**src/rtl/rst_release_sequencer.sv**
```systemverilog
// rst_release_sequencer: holds a group of downstream blocks in reset, then
// releases them one at a time, from bit 0 upward, with programmable gaps.
// A soft request restarts the whole sequence from the hold phase.
// Optional watchdog, compiled in by defining RST_SEQ_WATCHDOG_EN: while the
// sequence is idle in RUN, a missed service window triggers a restart.
module rst_release_sequencer #(
    parameter int NUM_OUT        = 4,
    parameter int HOLD_CYCLES    = 16,
    parameter int STAGGER_CYCLES = 4,
    parameter int WDOG_TIMEOUT   = 1024
) (
    input  logic               clk,
    input  logic               rst,
    input  logic               soft_rst_req,
    output logic               soft_rst_ack,
    output logic [NUM_OUT-1:0] rst_out,
    output logic               seq_busy,
    output logic               seq_done,
    input  logic               wdog_kick,
    output logic               wdog_fired
);

    localparam int HW = (HOLD_CYCLES > 1) ? $clog2(HOLD_CYCLES) : 1;
    localparam int SW = (STAGGER_CYCLES > 1) ? $clog2(STAGGER_CYCLES) : 1;
    localparam int IW = (NUM_OUT > 1) ? $clog2(NUM_OUT) : 1;

    typedef enum logic [1:0] {
        ASSERT  = 2'd0,
        RELEASE = 2'd1,
        RUN     = 2'd2
    } state_t;

    state_t             state, state_n;
    logic [HW-1:0]      hold_cnt, hold_n;
    logic [SW-1:0]      stag_cnt, stag_n;
    logic [IW-1:0]      idx, idx_n;
    logic [NUM_OUT-1:0] out_n;
    logic               done_n, ack_n, busy_n;
    logic               restart;

`ifdef RST_SEQ_WATCHDOG_EN
    localparam int WW = $clog2(WDOG_TIMEOUT);

    logic [WW-1:0] wdog_cnt, wdog_cnt_n;
    logic          wdog_trig;
    logic          fired_n;

    // Watchdog counts only while idle in RUN; a kick always beats the timeout.
    always_comb begin
        wdog_cnt_n = '0;
        wdog_trig  = 1'b0;
        fired_n    = wdog_fired;
        if (state == RUN && !wdog_kick) begin
            if (wdog_cnt == WW'(WDOG_TIMEOUT - 1)) begin
                wdog_trig = 1'b1;
                fired_n   = 1'b1;
            end else begin
                wdog_cnt_n = wdog_cnt + 1'b1;
            end
        end
    end

    // Watchdog counter and the sticky fired flag, cleared only by rst.
    always_ff @(posedge clk) begin
        if (rst) begin
            wdog_cnt   <= '0;
            wdog_fired <= 1'b0;
        end else begin
            wdog_cnt   <= wdog_cnt_n;
            wdog_fired <= fired_n;
        end
    end

    assign restart = soft_rst_req | wdog_trig;
`else
    localparam int unused_wdog_timeout = WDOG_TIMEOUT;
    logic unused_wdog_kick;

    assign unused_wdog_kick = wdog_kick;
    assign wdog_fired       = 1'b0;
    assign restart          = soft_rst_req;
`endif

    // Next-state and next-output logic; a restart overrides normal progress.
    always_comb begin
        state_n = state;
        hold_n  = hold_cnt;
        stag_n  = stag_cnt;
        idx_n   = idx;
        out_n   = rst_out;
        done_n  = 1'b0;
        ack_n   = 1'b0;

        case (state)
            ASSERT: begin
                out_n = {NUM_OUT{1'b1}};
                if (hold_cnt == HW'(HOLD_CYCLES - 1)) begin
                    hold_n = '0;
                    stag_n = '0;
                    if (NUM_OUT == 1) begin
                        out_n   = '0;
                        idx_n   = '0;
                        done_n  = 1'b1;
                        state_n = RUN;
                    end else begin
                        out_n[0] = 1'b0;
                        idx_n    = IW'(1);
                        state_n  = RELEASE;
                    end
                end else begin
                    hold_n = hold_cnt + 1'b1;
                end
            end
            RELEASE: begin
                if (stag_cnt == SW'(STAGGER_CYCLES - 1)) begin
                    stag_n     = '0;
                    out_n[idx] = 1'b0;
                    if (idx == IW'(NUM_OUT - 1)) begin
                        idx_n   = '0;
                        done_n  = 1'b1;
                        state_n = RUN;
                    end else begin
                        idx_n = idx + 1'b1;
                    end
                end else begin
                    stag_n = stag_cnt + 1'b1;
                end
            end
            RUN: begin
                out_n = '0;
            end
            default: begin
                state_n = ASSERT;
                out_n   = {NUM_OUT{1'b1}};
                hold_n  = '0;
                stag_n  = '0;
                idx_n   = '0;
            end
        endcase

        if (restart) begin
            state_n = ASSERT;
            out_n   = {NUM_OUT{1'b1}};
            hold_n  = '0;
            stag_n  = '0;
            idx_n   = '0;
            done_n  = 1'b0;
            ack_n   = 1'b1;
        end

        busy_n = (state_n != RUN);
    end

    // State, counters and all outputs are registered; rst restores the hold phase.
    always_ff @(posedge clk) begin
        if (rst) begin
            state        <= ASSERT;
            hold_cnt     <= '0;
            stag_cnt     <= '0;
            idx          <= '0;
            rst_out      <= {NUM_OUT{1'b1}};
            seq_busy     <= 1'b1;
            seq_done     <= 1'b0;
            soft_rst_ack <= 1'b0;
        end else begin
            state        <= state_n;
            hold_cnt     <= hold_n;
            stag_cnt     <= stag_n;
            idx          <= idx_n;
            rst_out      <= out_n;
            seq_busy     <= busy_n;
            seq_done     <= done_n;
            soft_rst_ack <= ack_n;
        end
    end

endmodule

```
**config.mk**
```make
export PLATFORM = sky130hd
export DESIGN_NAME = rst_release_sequencer
export DESIGN_NICKNAME = d
export VERILOG_FILES = /design/src/rtl/rst_release_sequencer.sv
export SDC_FILE = /design/constraint.sdc
export NUM_CORES = 1
export LEC_CHECK = 0
export ABC_AREA = 1
export CAP_MARGIN = 20
export CORE_AREA = 2 2 47 49
export DETAILED_ROUTE_END_ITERATION = 10
export DIE_AREA = 0 0 49 51
export HOLD_SLACK_MARGIN = 0.02
export PLACE_DENSITY = 0.78
export SLEW_MARGIN = 20
export SYNTH_ARGS = -nofsm -noshare
export SYNTH_HDL_FRONTEND = slang
export SYNTH_SLANG_ARGS = --single-unit
```
**constraint.sdc**
```tcl
create_clock -name clk -period 1.8 [get_ports clk]
set_clock_uncertainty 0.2 [all_clocks]
set_input_delay 0.54 -clock clk [delete_from_list [all_inputs] [get_ports clk]]
set_output_delay 0.54 -clock clk [all_outputs]
set_load 0.1 [all_outputs]
```
# Word-level counts from Yosys, hierarchy flattened
# Index checks and enable logic that the tools add are counted.
[op_classes] n_div=0 mul=0 n_mux=21 n_addsub=3 shifts=0 reduce_logical=7 bitwise=5 eq_ne=8 order_cmp=2
[ops] op="2-to-1 mux 2 bit" n=9
[ops] op="one-hot mux 2 bit (3 select lines)" n=3
[ops] op="one-hot mux 4 bit (3 select lines)" n=1
[ops] op="2-to-1 mux 4 bit" n=2
[ops] op="one-hot mux 4 bit (2 select lines)" n=1
[ops] op="== test 2 bit, second input constant" n=3
[ops] op="inequality test 2 bit, second input constant" n=3
[ops] op="adder 2 x 1 -> 2 bit, second input constant" n=2
[ops] op="adder 4 x 1 -> 4 bit, second input constant" n=1
[ops] op="bitwise AND 4 bit" n=1
[ops] op="== test 4 bit, second input constant" n=1
[ops] op="2-to-1 mux 1 bit" n=4
[ops] op="NOT 4 bit" n=1
[ops] op="OR reduction 2 bit" n=2
[ops] op="OR reduction 4 bit" n=1
[ops] op="less-than comparator 2 x 3 -> 1 bit, second input constant" n=1
[ops] op="NOT 1 bit" n=3
[ops] op="AND reduction 3 bit" n=1
[ops] op="demux 1 bit (select 2 bit)" n=1
[ops] op="== test 2 x 1 -> 1 bit, second input constant" n=1
[ops] op="greater-or-equal comparator 2 x 1 -> 1 bit, second input constant" n=1
[ops] op="logical NOT 2 bit" n=1
[ops] op="AND reduction 2 bit" n=1
[ops] op="logical AND 1 bit" n=1
[totals] latchBits=0 ff_bits=17 ramBits=0 output_inout_bits=8 mem_bits_ro=0 inputBits=4 n_memories=0

# Logic depth before layout (Yosys ltp)
# Gate-level depths: netlist of run 1.
[depth] word_depth=8 depth_mapped=7 ltp_nobuf=7

# Worst setup path after synthesis of run 1
# OpenSTA, ideal clock, no wires.
[synth_timing] kind="register -> output" start="register rst_out[0]" end="output port rst_out[0]" path_buffers=0 arrival_ps=925 stages_incl_launch_ff=1 path_slack_ps=135 required_time_ps=1060 cell_sequence="dfxtp_1"
[synth_rtl] item="start: declaration" line_no="16" rtl="output logic [NUM_OUT-1:0] rst_out,"
[synth_rtl] item="start signal: assignment" line_no="161" rtl="rst_out <= {NUM_OUT{1'b1}};"
[synth_rtl] item="start signal: assignment" line_no="170" rtl="rst_out <= out_n;"
# No word-level cell between the ends.

# Worst setup path in the final report of run 1
[layout_timing] start="register rst_out[1]" end="output port rst_out[1]"
# No word-level cell between the ends.

==> impl_metrics.toml, run 1 <==
[outcome]
status = "completed"

[cts]
cts_buffers = 3
cts_max_path_buffers = 2
cts-root-buf = "clkbuf_4"
cts.hold.buffers_added = 0
worstSkewPairLatency_ns = 0.30
htreeDepth = 1
clkSinkCount = 17
clkTransAtPathRegs_ns = 0.10
cts_tree = "built"
cts_resized = 0
postCtsSetupRepairBufs = 0

[synthesis]
ys_types = 20
syn-cell-area_sq_um = 868.3
synth_warnings = 0
synth_area_per_cell_sq_um = 7.617
ys_ff_latch = 17
yosysSeqAreaShare_pct = 39.19
syn_inst = 114
synth_fp_nets = 128

[setup_path]
critPathArrivalTime_ns = 0.88
critical_path_required_ns = 1.06
critPathCaptureType = "output port"
cp_slowest_cell = "dfxtp_1"
path_cells = "buf_12"
crit_path_max_incr_delay_ns = 0.40
r2r_setup_slack_ns = 0.20
r2r-end = "state[1]"
crit_type = "reg2out"
crit_family = "flip-flops"
worstPathMaxFanout = 2
cp_num_buf_inv = 1
startpoint_type = "register"
r2r_cells = 7
reg2reg_from = "state[0]"

[timing]
hold_violations = 0
achievable-frequency_ghz = 0.6154
min_period_ns = 1.625
slew_viol_final = 0
period_share_pct = 90.27
fin_ws_ns = 0.1751
rsz0062_at_grt = "false"
hold_slack_ns = 0.2949
setup_viol = 0

[floorplanning]
ios = 12
die_w_um = 49
die_area_sq_um = 2499
initial_utilization_pct = 42.09
core_sq_um = 2063
rows = 17
die_h_um = 51

[route]
wirelength_mm = 1.670
vias = 751
route.detailed.drc = 0
post_drt_wl_per_cell_um = 10.64
routed_via_density = 4.783
first_pass_iters = 4
drt_iter0_drc = 8
drtAntennaViolNets = 0

[global_route]
grt_usage_pct = 14.77
grt_max_degree = 10
antenna_found_initial = 0
grt_pass1_wl_mm = 2.766
first_global_vias = 717
grt-ovfl-total = 0

[hold_path]
hp-class = "reg2reg"
whs_endpoint = "stag_cnt[1]"
holdPathStages = 2
hold_start = "stag_cnt[1]"

[finish]
syn_to_final_growth_pct = 26.80
nFillCells = 208
fin_nets = 144
diodes = 0
fin_area_sq_um = 1101
final-instance-count-excl-fill = 157
drive_above_1_share_pct = 13.95

[place]
dp.cells = 153
globalplace.congestion = 0.7657
dp_hpwl_mm = 1.370
io_buffers = 9
placed_area_sq_um = 1075
dpl_worst_slack_ns = -0.05549

[power]
vdd_drop_max_mv = 0.4239
powerDensity_nw_per_um2 = 578.6
p_total_mw = 0.6371
power_leakage_nw = 0.4794

[run]
cap_viol_max_count = 0
[layer usage]
metal	track usage (%)	routed length [um]	vias up
li1	-	-	389
met1	14.29	699	346
met2	28.54	884	11
met3	3.509	50	5
met4	8.571	36	0
met5	0	0	-
[report_power, final]
group | switching [mW] | internal, mW
clock network | 0.119 | 0.0864
logic | 0.0314 | 0.0182
registers | 0.00302 | 0.379
total | 0.153 | 0.484
[how the worst max path moves through the flow]
stage	start	to	slack, ns	cells past startpoint
5_1_grt	state[0]	state[1]	0.08	7
2_1_floorplan	rst_out[0]	rst_out[0]	0.14	0
4_1_cts	rst_out[1]	rst_out[1]	0.16	1
3_3_place_gp	soft_rst_req	seq_busy	-0.03	5
6_report	rst_out[1]	rst_out[1]	0.18	1
3_5_place_dp	soft_rst_req	rst_out[1]	-0.06	5
[area by class of cell]
class	count	area, sq um	share of cell area, %
well taps	28	35.03	3.182
clock buffers	4	26.28	2.386
multi-input cells	80	452.9	41.14
flip-flops and latches	17	340.3	30.91
inverters	15	56.30	5.114
repair buffers	13	190.2	17.27
[flip-flops by register name, indices dropped and copies added, names as in the netlist]
signal / count
idx: 2
seq_busy: 1
hold_cnt: 4
state: 2
rst_out: 4
soft_rst_ack: 1
seq_done: 1
stag_cnt: 2
[cell families (layout without fill, tap and decap cells)]
family	after synthesis	in the layout	share of synthesized area (%)
other	1	1	0.4319
xor gates and xnor gates	2	2	2.018
and+or+nand+nor	56	56	28.67
adders and majority gates	10	10	14.41
AOI/OAI and AO/OA	11	11	6.629
buffers and inverters	17	32	8.645
DFF	17	17	39.19
[synth_stat cells (all sizes together)]
library cell  count  area share, %
nand2            25             11
dfxtp            17             39
nor2             17            8.2
inv              15            6.5
ha               10             14
nand3            10            6.3
o21ai             5            2.9
a21oi             4            2.3
buf               2            2.2
nand4             2            1.4
xor2              2            2.0
a31oi             1           0.72
conb              1           0.43
nor3              1           0.58
o22ai             1           0.72
or2               1           0.72
[cells in the final DEF (no fill, tap or decap)]
cell type / instances
conb_1: 1
nand3_2: 1
nor3_1: 1
clkdlybuf4s50_1: 2
a31oi_1: 1
clkbuf_4: 3
a21oi_1: 4
inv_1: 15
nand4_1: 2
nor2_4: 1
nand2_1: 23
buf_4: 4
nand2_2: 2
nand3_1: 9
xor2_1: 2
or2_1: 1
o22ai_1: 1
clkbuf_1: 1
nor2_1: 16
o21ai_0: 5
dfxtp_1: 17
ha_1: 10
buf_12: 7
[through the flow]
step | TNS, ns | util, %
2_1_floorplan | 0 | -
3_3_place_gp | -0.09038 | 52.09
3_5_place_dp | -0.2066 | 52.09
4_1_cts | 0 | 53.37
5_1_grt | 0 | 53.37
6_report | 0 | 53.37
[worst register-to-register path, cell delays in order, from the launching register on]
cell and delay, ns:
dfxtp_1 0.37, inv_1 0.09, ha_1 0.29, nand2_2 0.15, nand2_2 0.07, or2_1 0.23, nand2_1 0.06, inv_1 0.04
(Power assumes the default switching activity.)
==> run 2, diff against run 1 <==
--- a/config.mk
+++ b/config.mk
@@ -12,6 +12,7 @@
 export DIE_AREA = 0 0 49 51
 export HOLD_SLACK_MARGIN = 0.02
 export PLACE_DENSITY = 0.78
+export SKIP_CTS_REPAIR_TIMING = 1
 export SLEW_MARGIN = 20
 export SYNTH_ARGS = -nofsm -noshare
 export SYNTH_HDL_FRONTEND = slang
==> results of run 2 <==
Same layout as run 1: the final DEF is identical, and so are final timing and power.
